`config.mk`:
```
export PLATFORM = sky130hd
export DESIGN_NAME = sram_port_arbiter
export DESIGN_NICKNAME = d
export VERILOG_FILES = /design/src/rtl/sram_port_arbiter.sv
export SDC_FILE = /design/constraint.sdc
export NUM_CORES = 1
export LEC_CHECK = 0
export CORE_AREA = 5 5 103 105
export DETAILED_ROUTE_END_ITERATION = 6
export DIE_AREA = 0 0 108 110
export HOLD_SLACK_MARGIN = 0.08
export PLACE_DENSITY = 0.77
export SLEW_MARGIN = 10
export SYNTH_ARGS = -nofsm -noshare
export SYNTH_HDL_FRONTEND = slang
export SYNTH_SLANG_ARGS = --single-unit
```
`constraint.sdc`:
```
create_clock -name clk -period 2.5 [get_ports clk]
set_input_delay 0.5 -clock clk [delete_from_list [all_inputs] [get_ports clk]]
set_output_delay 0.5 -clock clk [all_outputs]
set_load 0.03 [all_outputs]
```
`src/rtl/sram_port_arbiter.sv`:
```
// Purpose: shares one single-port synchronous SRAM between instruction fetch and load/store access.
// Latency: combinational grant and SRAM drive; data_ok exactly one cycle after the addr_ok handshake.
// Backpressure: the losing requester sees addr_ok low and holds req/address until it is granted.
module sram_port_arbiter #(
  parameter int unsigned STARVE_MAX = 4
) (
  input  logic        clk,
  input  logic        reset,

  input  logic        inst_req,
  input  logic [31:0] inst_addr,
  output logic        inst_addr_ok,
  output logic        inst_data_ok,
  output logic [31:0] inst_rdata,

  input  logic        data_req,
  input  logic        data_wr,
  input  logic [3:0]  data_wstrb,
  input  logic [31:0] data_addr,
  input  logic [31:0] data_wdata,
  output logic        data_addr_ok,
  output logic        data_data_ok,
  output logic [31:0] data_rdata,

  output logic        sram_en,
  output logic [3:0]  sram_we,
  output logic [31:0] sram_addr,
  output logic [31:0] sram_wdata,
  input  logic [31:0] sram_rdata
);

  localparam logic [3:0] STARVE_LIM = 4'(STARVE_MAX);

  logic       grant_inst;
  logic       grant_data;
  logic       starve_hit;

  logic       resp_valid_q, resp_valid_d;
  logic       resp_owner_q, resp_owner_d;
  logic [3:0] starve_cnt_q, starve_cnt_d;

  // Arbitration: data wins unless inst has been passed over STARVE_MAX times in a row.
  always_comb begin
    grant_inst = 1'b0;
    grant_data = 1'b0;
    starve_hit = 1'b0;
    if (!reset) begin
      starve_hit = inst_req && (starve_cnt_q == STARVE_LIM);
      grant_data = data_req && !starve_hit;
      grant_inst = inst_req && !grant_data;
    end
  end

  assign inst_addr_ok = grant_inst;
  assign data_addr_ok = grant_data;

  // SRAM drive follows the winner; idle cycles present a quiet all-zero command.
  always_comb begin
    sram_en   = grant_inst | grant_data;
    sram_we   = 4'b0000;
    sram_addr = 32'h0;
    if (grant_data) begin
      sram_addr = data_addr;
      if (data_wr) begin
        sram_we = data_wstrb;
      end
    end else if (grant_inst) begin
      sram_addr = inst_addr;
    end
  end

  assign sram_wdata = data_wdata;

  // Next state for the response stage and the anti-starvation counter.
  always_comb begin
    resp_valid_d = sram_en;
    resp_owner_d = grant_data;
    starve_cnt_d = starve_cnt_q;
    if (!inst_req || grant_inst) begin
      starve_cnt_d = 4'd0;
    end else if (grant_data && (starve_cnt_q != STARVE_LIM)) begin
      starve_cnt_d = starve_cnt_q + 4'd1;
    end
  end

  // State registers; reset drops any in-flight response.
  always_ff @(posedge clk or posedge reset) begin
    if (reset) begin
      resp_valid_q <= 1'b0;
      resp_owner_q <= 1'b0;
      starve_cnt_q <= 4'd0;
    end else begin
      resp_valid_q <= resp_valid_d;
      resp_owner_q <= resp_owner_d;
      starve_cnt_q <= starve_cnt_d;
    end
  end

  assign inst_data_ok = resp_valid_q & ~resp_owner_q;
  assign data_data_ok = resp_valid_q &  resp_owner_q;
  assign inst_rdata   = sram_rdata;
  assign data_rdata   = sram_rdata;

endmodule

```
==> results_tabular.tex, run 1 <==
\begin{tabular}{lr}
\hline
Metric & Value \\
\hline
\multicolumn{2}{l}{\textbf{Outcome}} \\
\quad Outcome & finished, final reports clean \\
\multicolumn{2}{l}{\textbf{Floorplanning}} \\
\quad Height of the die & 110 microns \\
\quad Core box area & 9549 sq um \\
\quad Number of rows in the core area & 36 \\
\quad Number of placed I/O pins & 274 \\
\quad Initial Util & 15.34\% \\
\quad Die X & 108 microns \\
\quad Die area & 11880 sq um \\
\multicolumn{2}{l}{\textbf{STA}} \\
\quad Top achievable clock speed & 407.3 MHz \\
\quad Relative slew slack & 79.62\% \\
\quad Share of the clock period used by the worst path & 98.21\% \\
\quad Final max-slew violation count & 0 \\
\quad Hold Vio Cnt, Final & 0 \\
\quad Worst clock skew on the final layout & 0.003187 ns \\
\quad Final Critical Period & 2.455 ns \\
\quad Final Setup Violations & 0 \\
\quad Slew of the pin with the lowest slew margin & 0.3048 ns \\
\quad Final worst setup slack & 0.04475 ns \\
\multicolumn{2}{l}{\textbf{Worst setup path}} \\
\quad CP max FO & 19 \\
\quad Start of the worst register-to-register path & starve\_cnt\_q[0] \\
\quad Endpoint of the worst-slack reg-to-reg timing path & resp\_owner\_q \\
\quad Nature of the critical path startpoint & primary input \\
\quad CP Data Required Time & 2.00 ns \\
\quad CP Data Arrival Time & 1.96 ns \\
\quad Critical path start-end classification & in2out \\
\quad Number of cells on the worst reg-to-reg path & 5 \\
\quad Register-to-register setup slack & 1.05 ns \\
\quad Kind of capture point of the worst setup path & primary output \\
\multicolumn{2}{l}{\textbf{Job}} \\
\quad Max\_cap viols & 0 \\
\multicolumn{2}{l}{\textbf{Power}} \\
\quad Ratio of total power to cell area & 288.9 nW/um\^{}2 \\
\quad Static leakage & 0.8926 nW \\
\quad Maximum VDD drop & 0.1287 mV \\
\multicolumn{2}{l}{\textbf{Layout}} \\
\quad Fillers & 1066 \\
\quad Antenna cells & 0 \\
\quad Proportion of layout cells with a drive suffix above 1 & 29.44\% \\
\quad Number of nets in the finished design & 338 \\
\quad Layout area overhead & 43.81\% \\
\quad Final core occ & 22.07\% \\
\multicolumn{2}{l}{\textbf{Clocking}} \\
\quad Clock root buffer & sky130\_fd\_sc\_hd\_\_clkbuf\_8 \\
\quad Clock transition at the registers of the reported paths & 0.04 ns \\
\quad Clock Sinks & 6 \\
\quad CTS H-tree lvls & 1 \\
\quad Number of buffers on the longest clock path & 2 \\
\quad TritonCTS clock tree & built \\
\quad Clock latency reported for the late side of the worst-skew pair & 0.23 ns \\
\quad CTS Buf Count & 3 \\
\quad Hold buffer count at CTS & 0 \\
\multicolumn{2}{l}{\textbf{Synthesis}} \\
\quad Post-synth EDFFs & 0 \\
\quad Synthesized flop and latch total & 6 \\
\quad Post-Syn Area per Cell & 8.325 sq um \\
\quad Post-synthesis instance total & 176 \\
\quad YS warnings & 0 \\
\quad Main synth FF type & sky130\_fd\_sc\_hd\_\_dfrtp\_1 \\
\quad Cell types with the largest area share after synthesis & sky130\_fd\_sc\_hd\_\_buf\_4 51\%, sky130\_fd\_sc\_hd\_\_a22o\_1 19\%, sky130\_fd\_sc\_hd\_\_dfrtp\_1 10\% \\
\quad Mapped Nets & 315 \\
\quad Area fraction of the dominant cell type after synthesis & 50.73\% \\
\quad Share of synthesized flip-flops with an asynchronous set or reset & 100.0\% \\
\quad Cell area after synthesis & 1465 sq um \\
\quad Unique cell type count in the Yosys netlist & 25 \\
\quad Largest area contributor in the netlist & sky130\_fd\_sc\_hd\_\_buf\_4 \\
\quad Register area share after synthesis & 10.25\% \\
\multicolumn{2}{l}{\textbf{Worst hold path}} \\
\quad Class of the most critical hold timing path & in2async \\
\multicolumn{2}{l}{\textbf{Global routing}} \\
\quad Global-route wire length before repair & 6044 microns \\
\quad Initial antenna violation count & 0 \\
\quad Vias in the first global route & 1279 \\
\quad Overall global routing resource usage & 6.680\% \\
\quad Gr ovfl total & 0 \\
\quad Maximum number of pins on one net before global-route repair & 39 \\
\multicolumn{2}{l}{\textbf{Placed design}} \\
\quad Worst-case setup slack after placement & 0.02830 ns \\
\quad Buffers added on ports & 113 \\
\quad Placer congestion estimate & 0.7268 \\
\quad Final HPWL from detailed placement & 4106 microns \\
\multicolumn{2}{l}{\textbf{Routing}} \\
\quad Remaining design rule violation count & 0 \\
\quad Count of vias placed by the detailed router & 1272 \\
\quad Antenna violation net count after detailed routing & 0 \\
\quad Drt first-iter violations & 45 \\
\quad Vias per cell & 3.855 \\
\quad Routed WL per cell & 15.52 microns \\
\quad Routed wire length & 5121 microns \\
\quad Initial DRT Pass Iterations & 4 \\
\hline
\end{tabular}
cell usage after synthesis (all sizes together) (2+ instances only):
library cell    n
a21oi           3
a22o           32
and3            4
buf           105
dfrtp           6
ha              2
inv             4
nand2           2
nand3           2
nor2            3
cells in the final DEF (no fill, tap or decap), drive strengths merged:
cell type,netlist,final
dlymetal6s2s,0,1
and2,1,1
a211oi,1,1
a31oi,1,1
a22oi,1,1
and3,4,4
clkbuf,0,4
o211a,1,1
nand3,2,2
dfrtp,6,6
nand4,1,1
ha,2,2
a22o,32,32
nand4b,1,1
nand4bb,1,1
nand2,2,2
a21oi,3,3
buf,105,48
nor2,3,3
nor3b,1,1
inv,4,4
clkdlybuf4s50,0,73
nor2b,1,1
nand3b,1,1
or4,1,1
nor4bb,1,1
worst max-delay path by stage:
stage	slack [ns]	from	end	depth (start not counted)
6_report	0.04	inst_req	sram_addr[11]	6
5_1_grt	-0.008	starve_cnt_q[0]	sram_addr[20]	7
4_1_cts	0.02	inst_req	sram_addr[1]	6
3_5_place_dp	0.03	inst_req	sram_addr[4]	6
3_3_place_gp	0.05	inst_req	sram_addr[1]	6
2_1_floorplan	0.32	reset	sram_we[0]	6
kinds of logic (layout without fill, tap and decap cells):
family,after synthesis,after routing,synth area share (%)
AO/OA/AOI/OAI,39,39,23.14
flip-flops,6,6,10.25
buffers and inverters,109,130,55.51
adder cells (fa/ha/maj),2,2,1.708
AND/OR/NAND/NOR,20,20,9.395
metrics by stage:
stage               power (mW)  cells  hold slack [ns]  cell area [sq um]  setup TNS (ns)
finish                  0.6088    330           0.4045               2107               0
global route            0.6357    330           0.4333               2107        -0.04693
CTS                     0.6020    326           0.5798               2028               0
detailed placement      0.4488    323           0.5750               1987               0
global placement        0.4447    323           0.5500               1987               0
floorplan               0.5380    176           0.4878               1465               0
critical path, cell delays in order:
cell	delay, ns
sky130_fd_sc_hd__clkdlybuf4s50_1	0.51
sky130_fd_sc_hd__inv_2	0.08
sky130_fd_sc_hd__o211a_4	0.27
sky130_fd_sc_hd__clkbuf_16	0.19
sky130_fd_sc_hd__a22o_1	0.24
sky130_fd_sc_hd__buf_4	0.16
per-layer routing:
layer | GRT usage [%] | share of wire, % | vias up
li1 | - | - | 557
met1 | 5.454 | 29 | 567
met2 | 11.06 | 51 | 115
met3 | 4.659 | 15 | 33
met4 | 5.410 | 5.3 | 0
met5 | 0 | 0 | -
layout make-up:
cell class | count | area (sq um) | area share (%)
multi-input cells | 61 | 530.5 | 25.18
repair buffers | 123 | 1204 | 57.13
clock buffers | 3 | 41.29 | 1.960
flip-flops and latches | 6 | 150.1 | 7.126
well taps | 133 | 166.4 | 7.898
inverters | 4 | 15.01 | 0.7126
flip-flops by register name, indices dropped and copies added, names as in the netlist:
name          count
starve_cnt_q      4
resp_valid_q      1
resp_owner_q      1
power breakdown:
part | internal [mW] | switching, mW
registers | 0.101 | 0.00173
clock network | 0.104 | 0.0437
logic | 0.201 | 0.158
what timing repair did:
item	4_1_cts	5_1_grt
gates resized for setup	0	7
setup buffers	0	3
setup endpoints to repair	0	32
No activity file was read; power rests on OpenSTA's default activity.
==> run 2, diff against run 1 <==
Settings changed: GPL_ROUTABILITY_DRIVEN set to 0, HOLD_SLACK_MARGIN 0.08 to 0.02.
==> results of run 2 <==
No change in the layout: final DEF, timing and power equal those of run 1.
==> run 3, diff against run 2 <==
Settings changed: CELL_PAD_IN_SITES_DETAIL_PLACEMENT set to 0, CELL_PAD_IN_SITES_GLOBAL_PLACEMENT set to 1, CORE_AREA 5 5 103 105 to unset, CORE_UTILIZATION set to 11, DIE_AREA 0 0 108 110 to unset, PLACE_DENSITY 0.77 to 0.91.
==> run 3 against run 2 <==
Register-to-register slack improved by 0.08 ns. Sequential share of layout area fell by 0.51 points. Maximum frequency rose by 0.16%. Final cell count rose by 12%. Final area rose by 7.8%. Power rose by 21%. Flip-flop and latch count did not move. Critical endpoint unchanged.
==> results_tabular.tex, run 3 (synthesis results as in run 1) <==
\begin{tabular}{lr}
\hline
Metric & Value \\
\hline
\multicolumn{2}{l}{\textbf{Clocking}} \\
\quad CTS H-tree lvls & 1 \\
\quad CTS Buf Count & 3 \\
\quad Clock latency reported for the late side of the worst-skew pair & 0.23 ns \\
\quad Clock transition at the registers of the reported paths & 0.03 ns \\
\quad Clock root buffer & sky130\_fd\_sc\_hd\_\_clkbuf\_16 \\
\quad Number of buffers on the longest clock path & 2 \\
\quad Clock Sinks & 6 \\
\quad Hold buffer count at CTS & 0 \\
\quad TritonCTS clock tree & built \\
\multicolumn{2}{l}{\textbf{Outcome}} \\
\quad Outcome & finished, final reports clean \\
\multicolumn{2}{l}{\textbf{Power}} \\
\quad Power Total & 0.7366 mW \\
\quad Fraction of power consumed by sequential logic & 14.0\% \\
\quad Internal power of the cells & 0.5172 mW \\
\quad Static leakage & 0.9312 nW \\
\quad Maximum VDD drop & 0.1381 mV \\
\quad Share of total power consumed by net switching & 29.79\% \\
\quad Clock group share of total power & 35.5\% \\
\quad Ratio of total power to cell area & 324.4 nW/um\^{}2 \\
\quad Part of the total power dissipated in combinational logic & 50.5\% \\
\quad Net switching power of the design & 0.2194 mW \\
\multicolumn{2}{l}{\textbf{STA}} \\
\quad Final Critical Period & 2.451 ns \\
\quad Worst clock skew on the final layout & 0.0007384 ns \\
\quad Final max-slew violation count & 0 \\
\quad Share of the clock period used by the worst path & 98.06\% \\
\quad Slew of the pin with the lowest slew margin & 0.3014 ns \\
\quad Hold Vio Cnt, Final & 0 \\
\quad Relative slew slack & 79.84\% \\
\quad Top achievable clock speed & 407.9 MHz \\
\quad Final Setup Violations & 0 \\
\quad Unrepaired setup endpoints after global routing & no \\
\multicolumn{2}{l}{\textbf{Job}} \\
\quad Max\_cap viols & 0 \\
\multicolumn{2}{l}{\textbf{Worst hold path}} \\
\quad Class of the most critical hold timing path & reg2reg \\
\quad Hold endpoint & starve\_cnt\_q[1] \\
\quad Critical hold path startpoint & starve\_cnt\_q[1] \\
\quad Cells on Worst Hold Path & 2 \\
\multicolumn{2}{l}{\textbf{Placed design}} \\
\quad Final HPWL from detailed placement & 4535 microns \\
\quad Count of placed standard cells including taps & 363 \\
\quad Buffers added on ports & 113 \\
\multicolumn{2}{l}{\textbf{Layout}} \\
\quad Max FFs per register & 4 \\
\quad Number of nets in the finished design & 339 \\
\quad Multi-input gate area & 556.8 sq um \\
\quad Layout area overhead & 55.00\% \\
\quad Leading cell types in the layout, fill and taps excluded & 74 x sky130\_fd\_sc\_hd\_\_clkdlybuf4s50\_1, 39 x sky130\_fd\_sc\_hd\_\_buf\_4, 28 x sky130\_fd\_sc\_hd\_\_a22o\_1 \\
\quad Most common cell after layout, fill and taps aside & sky130\_fd\_sc\_hd\_\_clkdlybuf4s50\_1 \\
\quad Antenna cells & 0 \\
\quad Final Non-Filler Cells & 370 \\
\quad Register with the most flip-flops & starve\_cnt\_q \\
\quad Registers with the most flip-flops & starve\_cnt\_q: 4 flops, resp\_owner\_q: 1 flops, resp\_valid\_q: 1 flops \\
\quad Proportion of layout cells with a drive suffix above 1 & 32.32\% \\
\quad Register Area & 150.1 sq um \\
\quad Fillers & 1451 \\
\quad Final core occ & 17.71\% \\
\multicolumn{2}{l}{\textbf{Worst setup path}} \\
\quad CP Data Required Time & 2.00 ns \\
\quad Start of the worst register-to-register path & starve\_cnt\_q[0] \\
\quad Nature of the critical path startpoint & primary input \\
\quad Register-to-register setup slack & 1.13 ns \\
\quad Endpoint of the worst-slack reg-to-reg timing path & resp\_owner\_q \\
\quad Number of cells on the worst reg-to-reg path & 5 \\
\quad CP max FO & 14 \\
\quad Critical path start-end classification & in2out \\
\quad Kind of capture point of the worst setup path & primary output \\
\quad CP Data Arrival Time & 1.95 ns \\
\multicolumn{2}{l}{\textbf{Floorplanning}} \\
\quad Initial Util & 11.42\% \\
\quad Height of the die & 117.4 microns \\
\quad Die area & 13790 sq um \\
\quad Die X & 117.4 microns \\
\quad Number of placed I/O pins & 274 \\
\quad Core box area & 12820 sq um \\
\quad Number of rows in the core area & 41 \\
\multicolumn{2}{l}{\textbf{Routing}} \\
\quad Routed wire length & 5561 microns \\
\quad Initial DRT Pass Iterations & 4 \\
\quad Drt first-iter violations & 12 \\
\quad Routed WL per cell & 15.03 microns \\
\quad Remaining design rule violation count & 0 \\
\quad Count of vias placed by the detailed router & 1223 \\
\quad Antenna violation net count after detailed routing & 0 \\
\quad Vias per cell & 3.305 \\
\multicolumn{2}{l}{\textbf{Global routing}} \\
\quad Overall global routing resource usage & 7.312\% \\
\quad Gr ovfl total & 0 \\
\quad Global-route wire length before repair & 7452 microns \\
\quad Initial antenna violation count & 0 \\
\quad Vias in the first global route & 1342 \\
\quad Maximum number of pins on one net before global-route repair & 34 \\
\hline
\end{tabular}
==> run 3: repair_timing <==
action	4_1_cts	5_1_grt
buffers inserted	0	3
cloned	0	1
pin swaps	1	1
setup endpoints to repair	13	33
resized for setup	4	6
==> run 3: how the worst max path moves through the flow <==
stage	startpoint	endpoint	cells after the start	slack, ns
2_1_floorplan	reset	sram_we[0]	6	0.32
3_3_place_gp	inst_req	sram_addr[27]	6	0.0003
3_5_place_dp	inst_req	sram_addr[27]	6	-0.03
4_1_cts	starve_cnt_q[0]	sram_addr[4]	7	0.009
5_1_grt	inst_req	sram_addr[11]	7	0.0004
6_report	inst_req	sram_addr[11]	6	0.05
==> run 3: area by class of cell <==
type | count | share of cell area, %
Timing Repair Buffer | 124 | 55.43
Multi-Input combinational cell | 61 | 24.52
Tap cell | 172 | 9.477
Sequential cell | 6 | 6.612
Clock buffer | 3 | 3.306
Inverter | 4 | 0.6612
==> run 3: power by group through the flow <==
stage | Clock [mW] | Combinational, mW | Sequential (mW)
2_1_floorplan | 0 | 0.434 | 0.104
3_5_place_dp | 0 | 0.357 | 0.104
3_3_place_gp | 0 | 0.353 | 0.104
4_1_cts | 0.267 | 0.363 | 0.103
6_report | 0.261 | 0.372 | 0.103
5_1_grt | 0.275 | 0.392 | 0.103
==> run 3: per-stage QoR <==
stage / setup TNS, ns / worst slack, ns / hold slack, ns / cell area [sq um]
after floorplan: 0 / 0.3239 / 0.4878 / 1465
after global placement: 0 / 0.0002724 / 0.5422 / 2093
after detailed placement: -0.06478 / -0.02666 / 0.5530 / 2093
after CTS: 0 / 0.008914 / 0.5581 / 2196
after global routing: 0 / 0.0004010 / 0.6028 / 2271
final: 0 / 0.04860 / 0.5716 / 2271
==> run 3: per-layer routing <==
metal,vias to the layer above,track usage [%],share of wire [%]
met5,-,0,0
met4,0,3.896,2.1
met3,13,2.578,8.8
met2,102,14.76,56
met1,550,6.073,33
li1,558,-,-
==> run 3: worst max-delay path: stages <==
cell	delay, ns
sky130_fd_sc_hd__clkdlybuf4s50_1	0.52
sky130_fd_sc_hd__inv_2	0.08
sky130_fd_sc_hd__o211a_4	0.25
sky130_fd_sc_hd__buf_4	0.19
sky130_fd_sc_hd__a22o_1	0.25
sky130_fd_sc_hd__buf_4	0.17
